$ cat config.mk
export PLATFORM = sky130hd
export DESIGN_NAME = entropy_token_decoder_mc
export DESIGN_NICKNAME = d
export VERILOG_FILES = /design/src/rtl/entropy_token_decoder_mc.sv
export SDC_FILE = /design/constraint.sdc
export NUM_CORES = 1
export LEC_CHECK = 0
export CORE_MARGIN = 4
export CORE_UTILIZATION = 40
export CTS_BUF_LIST = sky130_fd_sc_hd__clkbuf_2 sky130_fd_sc_hd__clkbuf_4 sky130_fd_sc_hd__clkbuf_8
export DETAILED_ROUTE_END_ITERATION = 10
export GPL_TIMING_DRIVEN = 0
export PLACE_DENSITY = 0.67
export RECOVER_POWER = 50
export SLEW_MARGIN = 10
export SYNTH_ARGS = -nofsm -noshare
export SYNTH_HDL_FRONTEND = slang
export SYNTH_SLANG_ARGS = --single-unit
$ cat constraint.sdc
create_clock -name clk_in -period 3.2 [get_ports clk_in]
set_input_delay 0.8 -clock clk_in [delete_from_list [all_inputs] [get_ports clk_in]]
set_output_delay 0.8 -clock clk_in [all_outputs]
set_load 0.01 [all_outputs]
$ cat src/rtl/entropy_token_decoder_mc.sv
// rtl/entropy_token_decoder_mc.sv - multi-channel (run,size,magnitude) token to signed coefficient decoder
// Optional macro DC_SATURATE_EN: clamp DC prediction sums instead of wrapping them.
module entropy_token_decoder_mc #(
  parameter int MAG_W        = 11,
  parameter int NUM_CH       = 3,
  parameter int DELTA_DECODE = 1,
  localparam int SIZE_W = $clog2(MAG_W + 1),
  localparam int CH_W   = (NUM_CH > 1) ? $clog2(NUM_CH) : 1
) (
  input  logic              clk_in,
  input  logic              rst_n_in,
  input  logic              restart_in,
  input  logic              valid_in,
  output logic              ready_out,
  input  logic [MAG_W-1:0]  value_in,
  input  logic [SIZE_W-1:0] size_in,
  input  logic [3:0]        run_in,
  input  logic              dc_in,
  input  logic [CH_W-1:0]   ch_in,
  output logic              valid_out,
  input  logic              ready_in,
  output logic [MAG_W:0]    value_out,
  output logic [3:0]        run_out,
  output logic [5:0]        pos_out,
  output logic [CH_W-1:0]   ch_out,
  output logic              eob_out,
  output logic              err_out
);
  localparam int VW    = MAG_W + 1;
  localparam int NPRED = 1 << CH_W;
  localparam logic [VW-1:0] ONE_V = VW'(1);

  logic [VW-1:0]     pred_q [NPRED];
  logic [6:0]        pos_q;

  logic              accept;
  logic              ch_ok;
  logic              is_dc;
  logic              is_eob;
  logic [SIZE_W-1:0] size_eff;
  logic [VW-1:0]     pow;
  logic [VW-1:0]     ext;
  logic              sign_bit;
  logic [VW-1:0]     decoded;
  logic [VW-1:0]     pred_base;
  logic [VW-1:0]     dc_sum;
  logic [VW-1:0]     dc_val;
  logic [VW-1:0]     val_next;
  logic [6:0]        pos_base;
  logic [6:0]        ac_target;
  logic [6:0]        ac_next;
  logic [6:0]        pos_tgt;
  logic [6:0]        pos_next;
  logic              pos_ovf;
  logic              err_set;

  assign ready_out = ~valid_out | ready_in;
  assign accept    = valid_in & ready_out;

  // Magnitude decode: top meaningful bit clear means a negative value offset by 2^size - 1.
  always_comb begin
    size_eff = (int'(size_in) > MAG_W) ? SIZE_W'(MAG_W) : size_in;
    pow      = ONE_V << size_eff;
    ext      = {1'b0, value_in} & (pow - ONE_V);
    sign_bit = |(ext & (pow >> 1));
    if (size_eff == '0) begin
      decoded = '0;
    end else if (sign_bit) begin
      decoded = ext;
    end else begin
      decoded = ext - pow + ONE_V;
    end
  end

  // A restart in the same cycle as a token clears state before that token is decoded.
  always_comb begin
    ch_ok     = int'(ch_in) < NUM_CH;
    is_dc     = dc_in & ch_ok;
    is_eob    = ~is_dc && (run_in == 4'd0) && (size_in == '0);
    pred_base = (restart_in || !ch_ok) ? '0 : pred_q[ch_in];
    pos_base  = restart_in ? 7'd0 : pos_q;
  end

`ifdef DC_SATURATE_EN
  logic [VW:0] sum_x;
  always_comb begin
    sum_x = {decoded[VW-1], decoded} + {pred_base[VW-1], pred_base};
    if (sum_x[VW] != sum_x[VW-1]) begin
      dc_sum = sum_x[VW] ? {1'b1, {MAG_W{1'b0}}} : {1'b0, {MAG_W{1'b1}}};
    end else begin
      dc_sum = sum_x[VW-1:0];
    end
  end
`else
  always_comb begin
    dc_sum = decoded + pred_base;
  end
`endif

  always_comb begin
    dc_val    = (DELTA_DECODE != 0) ? dc_sum : decoded;
    val_next  = is_dc ? dc_val : decoded;
    ac_target = pos_base + {3'b000, run_in};
    ac_next   = ac_target + 7'd1;
    if (is_dc) begin
      pos_tgt  = 7'd0;
      pos_next = 7'd1;
    end else if (is_eob) begin
      pos_tgt  = pos_base;
      pos_next = 7'd0;
    end else begin
      pos_tgt  = ac_target;
      pos_next = (ac_next > 7'd64) ? 7'd64 : ac_next;
    end
    pos_ovf = pos_tgt[6];
    err_set = pos_ovf | ~ch_ok;
  end

  always_ff @(posedge clk_in or negedge rst_n_in) begin
    if (!rst_n_in) begin
      valid_out <= 1'b0;
      value_out <= '0;
      run_out   <= '0;
      pos_out   <= '0;
      ch_out    <= '0;
      eob_out   <= 1'b0;
      err_out   <= 1'b0;
      pos_q     <= '0;
      for (int i = 0; i < NPRED; i++) pred_q[i] <= '0;
    end else begin
      if (ready_out) begin
        valid_out <= valid_in;
        if (accept) begin
          value_out <= val_next;
          run_out   <= run_in;
          pos_out   <= pos_ovf ? 6'd63 : pos_tgt[5:0];
          ch_out    <= ch_in;
          eob_out   <= is_eob;
        end
      end
      if (restart_in) begin
        pos_q   <= '0;
        err_out <= 1'b0;
        for (int i = 0; i < NPRED; i++) pred_q[i] <= '0;
      end
      // The accepted token's own updates land after any restart clear.
      if (accept) begin
        pos_q <= pos_next;
        if (err_set) err_out <= 1'b1;
        if (is_dc && (DELTA_DECODE != 0)) pred_q[ch_in] <= dc_val;
      end
    end
  end

endmodule

; Word level (Yosys, flattened, before mapping)
; Index checks and enable logic that the tools add are counted.
[classes]
bitwise_logic = 10
n_mux = 25
magnitude_cmp = 5
n_reduce_logical = 10
addsub = 6
shifts = 1
[ops]
columns = cell, count
row1 = 48-bit 2-to-1 mux, 3
row2 = 12-bit 2-to-1 mux, 7
row3 = 7-bit 2-to-1 mux, 7
row4 = 48-bit bitwise mux, 1
row5 = 12-bit binary-select mux with 2-bit select, 1
row6 = 12-bit demux with 2-bit select, 1
row7 = "12-bit by 1-bit adder with 12-bit output, second input constant", 1
row8 = 12-bit adder, 1
row9 = 11-bit by 12-bit bitwise AND with 12-bit output, 1
row10 = 12-bit by 11-bit bitwise AND with 12-bit output, 1
row11 = 4-bit zero test, 3
row12 = 12-bit OR reduction, 1
row13 = "1-bit by 4-bit << shifter with 12-bit output, first input constant", 1
row14 = "12-bit by 1-bit subtractor with 12-bit output, second input constant", 1
row15 = 12-bit subtractor, 1
row16 = "7-bit by 1-bit adder with 7-bit output, second input constant", 1
row17 = 7-bit by 4-bit adder with 7-bit output, 1
row18 = "7-bit greater-than comparator, second input constant", 1
row19 = 6-bit 2-to-1 mux, 1
row20 = "4-bit greater-than comparator, second input constant", 1
row21 = 4-bit 2-to-1 mux, 1
row22 = "3-bit greater-or-equal comparator, second input constant", 1
row23 = 1-bit logical AND, 3
row24 = "3-bit by 1-bit < comparator with 1-bit output, second input constant", 1
row25 = other kinds (9), 15
[totals]
regBits = 82
in_bits = 27
wordCells = 69
output_inout_bits = 28

; Longest topological paths before layout
; Gate-level depths: netlist of the first run.
[logic_depth]
word_depth = 13
mapped_depth = 26
depth_no_buf = 24

; Worst setup path before layout of the first run
; OpenSTA, ideal clock, no wires.
[synth_timing]
path_kind = input to register
from = input port size_in[3]
to = register value_out[10]
path_slack_ns = -2.227
n_path_buf = 1
t_arrival_ns = 5.309
setup_ns = 0.118
required_time_ns = 3.082
stages = 24
path_cell_list = buf_2 -> nor4_2 -> inv_1 -> ha_1 -> nand2b_1 -> ha_1 -> inv_1 -> ha_1 -> fa_1 -> a211oi_2 -> o21bai_1 -> a21oi_1 -> xor2_1 -> nor2_1 -> a21oi_1 -> nor2_1 -> ha_1 -> or3_4 -> a2111oi_4 -> o31ai_2 -> a21oi_2 -> xor2_2 -> o21ai_1 -> a21o_1
[synth_between]
elab_chain_len = 11
elab_cells_between_ends = 14
cone_classes = add/sub (4) / order compare (1) / shift (1) / mux (4) / bitwise (2) / reduce/logical (2)
[synth_rtl]
columns = element, line
row1 = start: declaration, 16  ; input logic [SIZE_W-1:0] size_in,
row2 = 4-bit greater-than comparator, 62  ; size_eff = (int'(size_in) > MAG_W) ? SIZE_W'(MAG_W) : size_in;
row3 = 4-bit 2-to-1 mux (*), 62
row4 = 1-bit by 4-bit << shifter with 12-bit output, 63  ; pow = ONE_V << size_eff;
row5 = 12-bit by 1-bit subtractor with 12-bit output, 64  ; ext = {1'b0, value_in} & (pow - ONE_V);
row6 = 11-bit by 12-bit bitwise AND with 12-bit output, 64
row7 = 12-bit subtractor or 12-bit by 11-bit bitwise AND with 12-bit output (tied branches), "71, 65"
row8 = 12-bit by 1-bit adder with 12-bit output or 12-bit OR reduction (tied branches), "71, 65"
row9 = 12-bit 2-to-1 mux, 68  ; end else if (sign_bit) begin
row10 = 12-bit 2-to-1 mux (*), 66  ; if (size_eff == '0) begin
row11 = 12-bit adder, 96  ; dc_sum = decoded + pred_base;
row12 = 12-bit 2-to-1 mux (*), 102  ; val_next = is_dc ? dc_val : decoded;
row13 = end signal: assignment, 134  ; value_out <= val_next;
row14 = end: declaration, 22  ; output logic [MAG_W:0] value_out,
; Every way passes the cells marked *; elsewhere a longest branch is shown, timed or not.
; A chain may end at the register's enable or synchronous reset.

; Worst setup path in the final report of the first run
[layout_timing]
from = input port size_in[1]
to = register value_out[10]
; Same word-level chain as after synthesis.

==> run metrics, run 1 <==
H-tree levels 3; Final setup violation count 45; latest clock arrival within the worst-skew pair 360 ps; pwr dens 423 nW/um2; antenna violations before repair 0; crit path capture type flop; clk slew on worst S/H paths 90 ps; total CTS buffers 9; syn nets 682; die area 15,000 um2; clock sink total 70; Die W 122 um; cells after synthesis 620; WP data required 3450 ps; Overflow after GRT 0; Async S/R FF share, synth 100%; RSZ-0062 raised after global routing true; number of enable flip-flop cells after synthesis 0; CTS tree built; most common flop cell mapped by yosys dfrtp_1; Final Wtd Congestion 0.932; ant diodes 0; worst-path fanout max 3; failing checks setup timing; Arr. time, crit path 5190 ps; pre-CTS setup slack -2920 ps; Synth cell types 61; run status finished with violations; Root Buffer clkbuf_8; fin crit period 4940 ps; synthesized flop and latch total 70; fin util 59.3%; synthesized cell area 5240 um2; Fill cells 1,071; largest net degree at the start of global routing 53; Min-Delay Path Class flop to flop; pins over their slew limit 0; Post-Route Skew 7.85 ps; # DRC 0; first-pass GRT wire length 26,500 um; TritonRoute pass-1 iters 7; fin nets 822; final wirelength 16,600 um; TNS Setup -52,310 ps; I/O pin cnt 55; IO buf count 50; Initial DRC Count 479; worst rel slew slack 15.6%; Hold Path Cell Cnt 2; Avg Cell Area, Syn 8.46 um2; number of max-cap violations 0; Tightest Pin Transition 1270 ps; maximum vdd drop 0.000204 V; Final period util 154%; core box area 12,700 um2; Via density 5.58; vias 5,233; Detail Route Antenna Nets 0; FMAX 203 MHz; WL/cell 17.7 um; Post-DP HPWL 11,200 um; std cell rows 41; Die Ht 122 um; layout cells sized above 1 28.9%; CTS Buffer Depth 2; vias in the first global route 5,366; area growth from synthesis to layout 43.8%; worst setup margin -1740 ps; synth warn 0; R2R depth 13; register area share after synthesis 33.4%; Leakage 3.24 nW; final hold vios 0; GR Util All Layers 22.3%; initial core utilization 41.2%; Worst Setup Path Type input port to flop; crit path launch type input port
==> cell usage in the layout, fill, tap and decap left out, types with 7 or more instances in the layout <==
master / instances
a21oi_1: 33
nor2b_1: 9
buf_6: 32
nand2_1: 60
o21ai_2: 12
o21ai_1: 34
mux2i_1: 12
nand3_1: 9
ha_1: 18
inv_1: 14
nand3b_1: 39
buf_4: 47
nor2_1: 56
o21ai_0: 19
clkbuf_8: 13
ha_4: 11
a21oi_2: 15
clkbuf_1: 22
a21o_1: 10
clkdlybuf4s50_1: 46
dfrtp_1: 70
xnor2_1: 9
and3_1: 7
xor2_2: 7
==> path summary, 6_finish.rpt <==
path | endpoint | from | slack (ps)
worst max-delay path | value_out[10] | size_in[1] | -1740
worst min-delay path | run_out[2] | run_out[2] | 480
worst max register to register | value_out[10] | pred_q[12] | 270
worst min register to register | run_out[2] | run_out[2] | 480
max in group asynchronous | pred_q[31] | rst_n_in | 720
min in group asynchronous | pos_q[2] | rst_n_in | 630
==> power by group <==
| group | switching (mW) | total (mW) | internal [mW] |
|---|---|---|---|
| Combinational | 0.720 | 1.41 | 0.689 |
| Sequential | 0.0624 | 1.04 | 0.976 |
| Clock | 0.379 | 0.740 | 0.361 |
==> registers in the layout, indices dropped and copies added (netlist names) <==
signal,count
ch_out,2
eob_out,1
err_out,1
pos_out,6
pos_q,7
pred_q,36
run_out,4
valid_out,1
value_out,12
==> area by class of cell <==
| cell class | count | area (um2) | share of cell area (%) |
|---|---|---|---|
| plain buffers | 38 | 251 | 3.33 |
| inverters | 17 | 63.8 | 0.846 |
| clock inverters | 7 | 72.6 | 0.962 |
| repair buffers | 129 | 1200 | 16.0 |
| flip-flops and latches | 70 | 1750 | 23.2 |
| well taps | 172 | 215 | 2.85 |
| multi-input cells | 495 | 3860 | 51.2 |
| clock buffers | 9 | 124 | 1.64 |
==> what timing repair did <==
item	in CTS	in global routing
endpoints found under the setup margin	62	57
gates cloned	2	0
gates resized for setup	126	38
buffers inserted	70	11
pin swaps	46	27
hold buffers	0	0
==> cells by family (layout without fill, tap and decap cells) <==
group	count (synthesis)	in the layout	share of synthesized area, %
xor gates and xnor gates	30	30	5.30
adders and majority gates	35	35	8.78
and+or+nand+nor	234	234	23.5
buffers and inverters	55	200	4.18
AOI/OAI and AO/OA	178	178	21.2
muxes	18	18	3.63
DFF	70	70	33.4
==> cell usage after synthesis, drive strengths merged, types with 3 or more instances <==
library cell  number  area share (%)
a211oi             5            0.81
a21o              10             1.4
a21oi             50             4.9
a22oi              4            0.57
a31oi              4            0.48
a32o               3            0.57
and2               7            0.84
and3               8            0.95
buf               14             1.2
clkbuf            24             1.7
dfrtp             70              33
fa                 3             1.1
ha                32             7.6
inv               17             1.2
mux2               5             1.1
mux2i             13             2.6
nand2             62             4.4
nand2b             7            0.84
nand3              9            0.86
nand3b            39             5.6
nand4              5            0.95
nor2              61             4.4
nor2b             11             1.3
nor3              11             1.1
nor4               3            0.48
o21a               6            0.86
o21ai             66             6.3
o21bai             6            0.86
o221ai             7             1.2
o22ai              3            0.36
or2                3            0.36
xnor2             17             3.0
xor2              13             2.3
==> metal layers <==
layer | share of wire (%) | track usage (%) | vias to the layer above
li1 | - | - | 2479
met1 | 42 | 28.0 | 2505
met2 | 49 | 38.3 | 207
met3 | 5.3 | 3.36 | 42
met4 | 3.3 | 9.38 | 0
met5 | 0 | 0 | -
==> through the flow <==
stage	std cells	total power, mW	instance area (um2)	hold WS [ps]
final	937	3.19	7540	479
after global routing	937	3.35	7540	504
after CTS	926	3.05	7310	314
after detailed placement	843	2.07	6130	462
after global placement	842	2.05	6110	462
after floorplan	620	1.69	5390	477
==> critical path: stages <==
cell and delay [ps]:
buf_8 100, buf_6 110, buf_6 100, nand3b_1 220, ha_4 270, nand2b_4 140
ha_4 260, inv_2 40, ha_4 150, fa_2 370, a211oi_4 270, o21bai_1 140
a21oi_2 160, xor2_1 180, nor2_1 70, a21oi_2 160, nor2_2 70, ha_4 180
or3_4 340, a2111oi_4 300, o31ai_2 120, a21oi_2 180, xor2_2 180, o21ai_1 80
a21o_1 160
(Power assumes the default switching activity.)
==> run 2, diff against run 1 <==
--- a/config.mk
+++ b/config.mk
@@ -9,8 +9,9 @@
 export CORE_UTILIZATION = 40
 export CTS_BUF_LIST = sky130_fd_sc_hd__clkbuf_2 sky130_fd_sc_hd__clkbuf_4 sky130_fd_sc_hd__clkbuf_8
 export DETAILED_ROUTE_END_ITERATION = 10
+export GPL_ROUTABILITY_DRIVEN = 0
 export GPL_TIMING_DRIVEN = 0
-export PLACE_DENSITY = 0.67
+export PLACE_DENSITY = 0.61
 export RECOVER_POWER = 50
 export SLEW_MARGIN = 10
 export SYNTH_ARGS = -nofsm -noshare
==> run 2 against run 1 <==
  * Die area is the same
  * Setup slack got worse by 53 ps
  * The run ends with capacitance limit, slew limit, setup timing left
  * Final cell count fell by 0.43%
  * Sequential cell count unchanged
  * Sequential share of layout area up 0.21 points
  * Critical endpoint unchanged
  * Count of clock-buffer cells in the layout is the same
  * Register-to-register slack gained 50 ps
  * Largest cell class unchanged
  * Fmax down 1.1%
  * Clock skew rose by 5.2 ps
==> run metrics, run 2 (synthesis gave the netlist of run 1 again) <==
layout cells sized above 1 27.3%; Post-DP HPWL 11,200 um; Final setup violation count 45; core box area 12,700 um2; Detail Route Antenna Nets 0; RSZ-0062 raised after global routing true; vias 5,215; I/O pin cnt 55; Arr. time, crit path 5250 ps; clk slew on worst S/H paths 90 ps; crit path launch type input port; total CTS buffers 9; commonest cells after routing, fill and taps aside 70 x dfrtp_1, 60 x nand2_1, 55 x nor2_1, 46 x clkdlybuf4s50_1, 40 x buf_4; crit path cell chain buf_12 -> nor4_4 -> inv_2 -> ha_4 -> nand2b_4 -> ha_4 -> inv_2 -> ha_4 -> fa_2 -> a211oi_2 -> o21bai_1 -> a21oi_1 -> xor2_1 -> nor2_1 -> a21oi_2 -> nor2_1 -> ha_4 -> or3_4 -> o22ai_1 -> o31ai_2 -> a21oi_2 -> xor2_2 -> o21ai_1 -> a21o_1; Area after DPL 6130 um2; Leakage 3.20 nW; crit path capture type flop; Fill cells 1,118; fin crit period 4990 ps; std cell rows 41; Worst Setup Path Type input port to flop; most common cell after layout, fill and taps aside dfrtp_1; Overflow after GRT 0; CTS Buffer Depth 2; ant diodes 0; Buf/Inv on CP 3; Die Ht 122 um; WP data required 3460 ps; fin util 58.7%; run status finished with violations; combinational power share 44.1%; GR Util All Layers 22.8%; power share of the clock group 22.9%; pwr dens 419 nW/um2; worst rel slew slack -6.65%; worst-path fanout max 5; max reg flops 36; R2R depth 13; Initial DRC Count 463; Largest regs pred_q (36), value_out (12), pos_q (7); fin nets 818; register share of total power 33.0%; TritonRoute pass-1 iters 5; WL/cell 18.3 um; CTS tree built; Die W 122 um; antenna violations before repair 0; P_sw 1.19 mW; final hold vios 0; WHS 320 ps; Tightest Pin Transition 1600 ps; maximum vdd drop 0.000200 V; Post-Route Skew 13.1 ps; Final period util 156%; CP dominant cell by count ha_4; Switching Share 37.9%; die area 15,000 um2; H-tree levels 3; fin area 7470 um2; final wirelength 17,100 um; clock sink total 70; worst setup margin -1790 ps; latest clock arrival within the worst-skew pair 370 ps; IO buf count 50; Slowest cell on crit path nor4_4; pins over their slew limit 66; Min-Delay Path Class input port to asynchronous set/reset pin; # DRC 0; first-pass GRT wire length 26,900 um; failing checks capacitance limit, slew limit, setup timing; crit-path leading delay family compound AO/OA/AOI/OAI gates; FMAX 200 MHz; number of max-cap violations 1; initial core utilization 41.2%; Via density 5.59; vias in the first global route 5,316; Crit. path cell count 24; Biggest register pred_q; largest net degree at the start of global routing 66; max incr delay on CP 370 ps; area growth from synthesis to layout 42.6%; Root Buffer clkbuf_8; Pint 1.94 mW; pre-CTS setup slack -2990 ps
[run 2: cell types whose count changed in the layout (fill, tap and decap cells not counted), sizes merged]
cell,previous run,this run
inv,18,21
clkinv,3,1
clkbuf,38,34
bufinv,1,0
[run 2: worst paths after layout]
kind	endpoint	from	slack, ps
setup / recovery	value_out[10]	size_in[3]	-1790
hold / removal	pos_q[2]	rst_n_in	320
setup reg to reg	value_out[10]	pred_q[12]	320
hold reg to reg	pos_out[2]	pos_out[2]	490
max in group asynchronous	value_out[6]	rst_n_in	1000
min in group clk_in	pos_out[2]	pos_out[2]	490
[run 2: layer usage]
metal	vias to the layer above	track usage [%]	share of wire (%)
met5	-	0	0
met4	0	8.47	2.5
met3	33	4.38	5.4
met2	167	38.5	50
met1	2536	29.0	42
li1	2479	-	-
[run 2: area by class of cell]
class                      instances  area [um2]  share of cell area [%]
buffer                            38         244                    3.26
clock buffer                       9         124                    1.66
clock inverter                     7        63.8                   0.854
inverter                          17        63.8                   0.854
multi-input combinational        495        3820                    51.1
sequential                        70        1750                    23.4
tap                              172         215                    2.88
timing repair buffer             125        1190                    15.9
[run 2: what timing repair did]
item	in CTS	in global routing
resized for setup	121	40
gates cloned	1	0
endpoints found under the setup margin	62	58
hold buffers	0	0
buffers inserted	64	12
pin swaps	43	41
[run 2: power by group through the flow]
stage	clock network, mW	registers [mW]	logic [mW]
final	0.718	1.03	1.38
after global routing	0.763	1.04	1.49
after CTS	0.725	1.03	1.26
after detailed placement	0	1.05	1.03
after global placement	0	1.05	1.00
after floorplan	0	1.07	0.627
[run 2: through the flow]
step	instances	setup TNS [ps]	total power [mW]
after floorplan	620	-51200	1.69
after global placement	842	-186310	2.05
after detailed placement	843	-116390	2.08
after CTS	921	-48950	3.02
after global routing	933	-62630	3.30
final	933	-57740	3.13
